[src/rtl/mic1_pkg.sv]
// rtl/mic1_pkg.sv - shared widths and MIR field positions for the MIC-1 microsequencer
package mic1_pkg;

    localparam int ADDR_W = 9;
    localparam int MBR_W  = 8;

    localparam int MIR_NEXT_HI = 35;
    localparam int MIR_NEXT_LO = 27;
    localparam int MIR_JMPC    = 26;
    localparam int MIR_JAMN    = 25;
    localparam int MIR_JAMZ    = 24;

    // Only MIR[35:24] reaches the sequencer, so fields are re-based to JAMZ at bit 0.
    localparam int MIR_W = MIR_NEXT_HI - MIR_JAMZ + 1;

    typedef logic [ADDR_W-1:0] mpc_t;

endpackage

[src/rtl/mic1_next_addr.sv]
// rtl/mic1_next_addr.sv - combinational next-MPC logic (JAMN/JAMZ on MSB, JMPC OR of MBR)
module mic1_next_addr
    import mic1_pkg::*;
#(
    parameter int ADDR_W = mic1_pkg::ADDR_W,
    parameter int MBR_W  = mic1_pkg::MBR_W
) (
    input  logic [ADDR_W+2:0] mir_i,
    input  logic              n_i,
    input  logic              z_i,
    input  logic [MBR_W-1:0]  mbr_i,
    output logic [ADDR_W-1:0] mpc_nx_o
);

    localparam int NEXT_B = MIR_NEXT_LO - MIR_JAMZ;
    localparam int JMPC_B = MIR_JMPC - MIR_JAMZ;
    localparam int JAMN_B = MIR_JAMN - MIR_JAMZ;
    localparam int JAMZ_B = 0;

    logic [ADDR_W-1:0] next_addr;
    logic              jam_hit;
    logic [MBR_W-1:0]  mbr_gated;

    // Flags and MBR are AND-gated by their enables so an X on an unused input stays out of MPC.
    always_comb begin
        next_addr = mir_i[NEXT_B +: ADDR_W];
        jam_hit   = (mir_i[JAMN_B] & n_i) | (mir_i[JAMZ_B] & z_i);
        mbr_gated = mbr_i & {MBR_W{mir_i[JMPC_B]}};
        mpc_nx_o  = next_addr;
        mpc_nx_o[ADDR_W-1]  = next_addr[ADDR_W-1] | jam_hit;
        mpc_nx_o[MBR_W-1:0] = next_addr[MBR_W-1:0] | mbr_gated;
    end

endmodule

[src/rtl/mic1_controlpath.sv]
// rtl/mic1_controlpath.sv - MIC-1 microsequencer: registered MPC fed by mic1_next_addr
module mic1_controlpath
    import mic1_pkg::*;
#(
    parameter int ADDR_W   = mic1_pkg::ADDR_W,
    parameter int MBR_W    = mic1_pkg::MBR_W,
    parameter int RST_ADDR = 0
) (
    input  logic              clk,
    input  logic              rst,
    input  logic              N,
    input  logic              Z,
    input  logic [MBR_W-1:0]  MBR,
    input  logic [ADDR_W+2:0] MIR,
    output logic [ADDR_W-1:0] MPC
);

    localparam logic [ADDR_W-1:0] RST_MPC = ADDR_W'(RST_ADDR);

    logic [ADDR_W-1:0] mpc_d;
    logic [ADDR_W-1:0] mpc_q;

    mic1_next_addr #(
        .ADDR_W (ADDR_W),
        .MBR_W  (MBR_W)
    ) u_next_addr (
        .mir_i    (MIR),
        .n_i      (N),
        .z_i      (Z),
        .mbr_i    (MBR),
        .mpc_nx_o (mpc_d)
    );

    always_ff @(posedge clk) begin
        if (!rst) begin
            mpc_q <= RST_MPC;
        end else begin
            mpc_q <= mpc_d;
        end
    end

    assign MPC = mpc_q;

endmodule

[config.mk]
export PLATFORM = sky130hd
export DESIGN_NAME = mic1_controlpath
export DESIGN_NICKNAME = d
export VERILOG_FILES = /design/src/rtl/mic1_pkg.sv /design/src/rtl/mic1_next_addr.sv /design/src/rtl/mic1_controlpath.sv
export SDC_FILE = /design/constraint.sdc
export NUM_CORES = 1
export LEC_CHECK = 0
export ABC_CLOCK_PERIOD_IN_PS = 1100
export BUFFER_PORTS_ARGS = -buffer_cell sky130_fd_sc_hd__buf_2
export CAP_MARGIN = 0
export CORE_AREA = 2 2 39 41
export CTS_CLUSTER_SIZE = 20
export DETAILED_ROUTE_END_ITERATION = 8
export DIE_AREA = 0 0 41 43
export GPL_ROUTABILITY_DRIVEN = 0
export HOLD_SLACK_MARGIN = 0.15
export SLEW_MARGIN = 20
export SYNTH_ARGS = -nofsm -noshare
export SYNTH_HDL_FRONTEND = slang
export SYNTH_HIERARCHICAL = 1
export SYNTH_SLANG_ARGS = --single-unit
[constraint.sdc]
create_clock -name clk -period 1.1 [get_ports clk]
set_input_delay 0.055 -clock clk [delete_from_list [all_inputs] [get_ports clk]]
set_output_delay 0.055 -clock clk [all_outputs]
set_load 0.1 [all_outputs]
# == Word level (Yosys, flattened, before mapping) ==
# Index checks and enable logic that the tools add are counted.
# W data, S select, Z words.
# totals
inputBits,24
wordCells,7
ff_bits,9
output_inout_bits,9
# op_classes
n_bitwise,6
# op_table
cell,count
$and A8 B8 Y8,1
$or A8 B8 Y8,1
$and A1 B1 Y1,2
$or A1 B1 Y1,2

# == Logic depth before layout (Yosys ltp) ==
# depth
depth_word,3
depth_mapped,3
ltp_nobuf,2

# == Cells and area by module ==
# Netlist, hierarchy kept.
# modules_own_cells
mod,n_inst,cells_per_inst,seq_area_each_um2,area_each_um2
mic1_controlpath,1,18,180.2,236.5
mic1_next_addr,1,10,0.0,75.1

# == Worst setup path after synthesis ==
# OpenSTA, ideal clock, no wires.
# synth_path
path_kind,flip-flop to output port
startpoint,reg mpc_q[0] (netlist: MPC[0])
endpoint,out MPC[0]
stages_incl_launch_ff,1
t_required_ns,1.045
path_buffers,0
slack_ns,0.136
arrival_ns,0.909
path_cell_list,dfxtp_1
# synth_lines
element,line,source
start: declaration,mic1_controlpath.sv:21,logic [ADDR_W-1:0] mpc_q;
start signal: assignment,mic1_controlpath.sv:38,mpc_q <= mpc_d;
end: declaration,mic1_controlpath.sv:15,output logic [ADDR_W-1:0] MPC
# No word-level cell between the ends.

# == Worst setup path after layout ==
# layout_path
startpoint,reg mpc_q[5] (netlist: MPC[5])
endpoint,out MPC[5]
# No word-level cell between the ends.

==> flow_summary.ini <==
[layout]
final_cell_area_um2 = 733
drive_gt1_frac = 0.412
nNetsFinal = 110
antenna_cells = 0
syn_to_final_growth_pct = 135
largest_reg_flops = 9

[clock_network]
ctsResizeCount = 0
cts-root-buf = clkbuf_4
cts_made_buffers = 3
cts_sinks = 9
cts_buffer_depth = 2
cts_tree = built
post_cts_buffers = 0
htreeDepth = 1
clk_pin_slew_ns = 0.06

[power_and_ir_drop]
powerDensity_nw_per_um2 = 1260
ir_drop_uv = 701
p_leak_nw = 0.387

[die]
io_pins = 33
die_w_um = 41
rows = 14
die_h_um = 43
core-area_um2 = 1380
dieArea_um2 = 1760
initial_core_util = 0.225

[timing]
slew_headroom = 0.677
finalCritPeriodShare = 0.945
hold_violations = 0
tns_ns = 0
rsz0062_at_grt = false
period_needed_ns = 1.04
worst_slew_pin_slew_ns = 0.488
finalMaxSlewViolations = 0
clock.fmax_mhz = 962
setup_viol = 0

[detailed_routing]
drt_wl_total_um = 891
wl_per_cell_um = 8.82
first_pass_iters = 1
vias = 396
postRouteAntennaNets = 0
viasPerCell = 3.92
drtIter0Drc = 0
drc = 0

[synthesis]
synth_edf_count = 0
yosys.area.top_type = dfxtp_1
async_reset_ff_frac = 0
synth_area_um2 = 312
ys_warn_count = 6
synth.distinct_cells = 5
ys_seq_area_frac = 0.578
yosysTopAreaCellShare = 0.578
synthCells = 28
synth_ff_type = dfxtp_1
synth_area_leaders = dfxtp_1 58%, a21o_1 19%, and2_1 18%
syn_avg_cell_area_um2 = 11.1
syn_nets = 52
ys_ff_latch = 9
synth_common_cells = 9 x and2_1, 9 x dfxtp_1, 8 x a21o_1, 1 x a221o_1, 1 x buf_2

[worst_hold_path]
min_to = MPC[7]$_SDFF_PN0_
hold_path_depth = 3
hold_path.class = input port to flip-flop
min_from = MIR[2]

[place]
placed_area_um2 = 487
io_buffer_count = 32
dp_hpwl_um = 535

[setup_path]
cp-end-kind = output pin
cp_top_family = buffers and inverters
cpPeakStageDelay_ns = 0.42
slowest_stage = buf_2
worstPathCellList = buf_2
crit_arrival_ns = 0.98
crit_type = flip-flop to output pin
start_kind = flip-flop
worst_ep_required_time_ns = 1.04
crit_buf_inv = 1
crit_fanout = 1

[global_route]
grt.overflow.total = 0
grt_first_pass_wirelength_um = 1490
grt_pass1_vias = 387
grt_max_degree = 10
grtUsageTotal = 0.127
antenna_found_initial = 0

[status]
status = finished, final reports clean

[flow_run]
drv_cap = 0
[stage by stage]
step                      instances  total power, W  utilization  setup slack [ns]  hold WS (ns)
after floorplan                  28        0.000556            -             0.136         0.177
after global placement           75        0.000619        0.352             0.349         0.326
after detailed placement         75        0.000621        0.352             0.350         0.332
after CTS                       101        0.000939        0.530            0.0516         0.238
after global routing            101        0.000986        0.530            0.0146         0.247
final                           101        0.000923        0.530            0.0603         0.233
[placed cells by master (no fill, tap or decap), drive strengths merged]
master       count
a21o             8
a221o            1
and2             9
buf             32
clkbuf           4
dfxtp            9
dlygate4sd3     22
[how the worst max path moves through the flow]
stage / startpoint / endpoint / slack (ns) / cells past startpoint
6_report: MPC[5]$_SDFF_PN0_ / MPC[5] / 0.06 / 1
5_1_grt: MPC[2]$_SDFF_PN0_ / MPC[2] / 0.01 / 1
4_1_cts: MPC[5]$_SDFF_PN0_ / MPC[5] / 0.05 / 1
3_5_place_dp: MPC[6]$_SDFF_PN0_ / MPC[6] / 0.35 / 1
3_3_place_gp: MPC[5]$_SDFF_PN0_ / MPC[5] / 0.35 / 1
2_1_floorplan: MPC[0]$_SDFF_PN0_ / MPC[0] / 0.14 / 0
[power by group]
| group | leakage [nW] | internal (W) | switching (W) |
|---|---|---|---|
| combinational | 0.296 | 0.000116 | 0.000204 |
| sequential | 0.0754 | 0.000348 | 0.00000384 |
| clock | 0.0150 | 0.000140 | 0.000112 |
| total | 0.387 | 0.000604 | 0.000320 |
[cell type report]
class	instances	area [um2]
timing repair buffer	54	380
fill	121	651
tap	16	20.0
sequential	9	180
multi-input combinational	18	126
clock buffer	4	26.3
[cell families after synthesis]
group / share of synthesized area
AO/OA/AOI/OAI: 0.225
flip-flops: 0.578
AND/OR/NAND/NOR: 0.181
buffers and inverters: 0.0160
[routing by layer]
metal | up-vias | routed length [um] | global-route usage | part of all wire
met5 | - | 0 | 0 | 0
met4 | 0 | 0 | 0.0800 | 0
met3 | 0 | 67 | 0.0314 | 0.075
met2 | 20 | 498 | 0.219 | 0.56
met1 | 169 | 325 | 0.125 | 0.36
li1 | 207 | - | - | -
[repair_timing]
| item | 4_1_cts | 5_1_grt |
|---|---|---|
| hold buffers | 22 | 0 |
| setup endpoints to repair | 0 | 0 |
| endpoints found under the hold margin | 9 | 0 |
(Power assumes the default switching activity.)
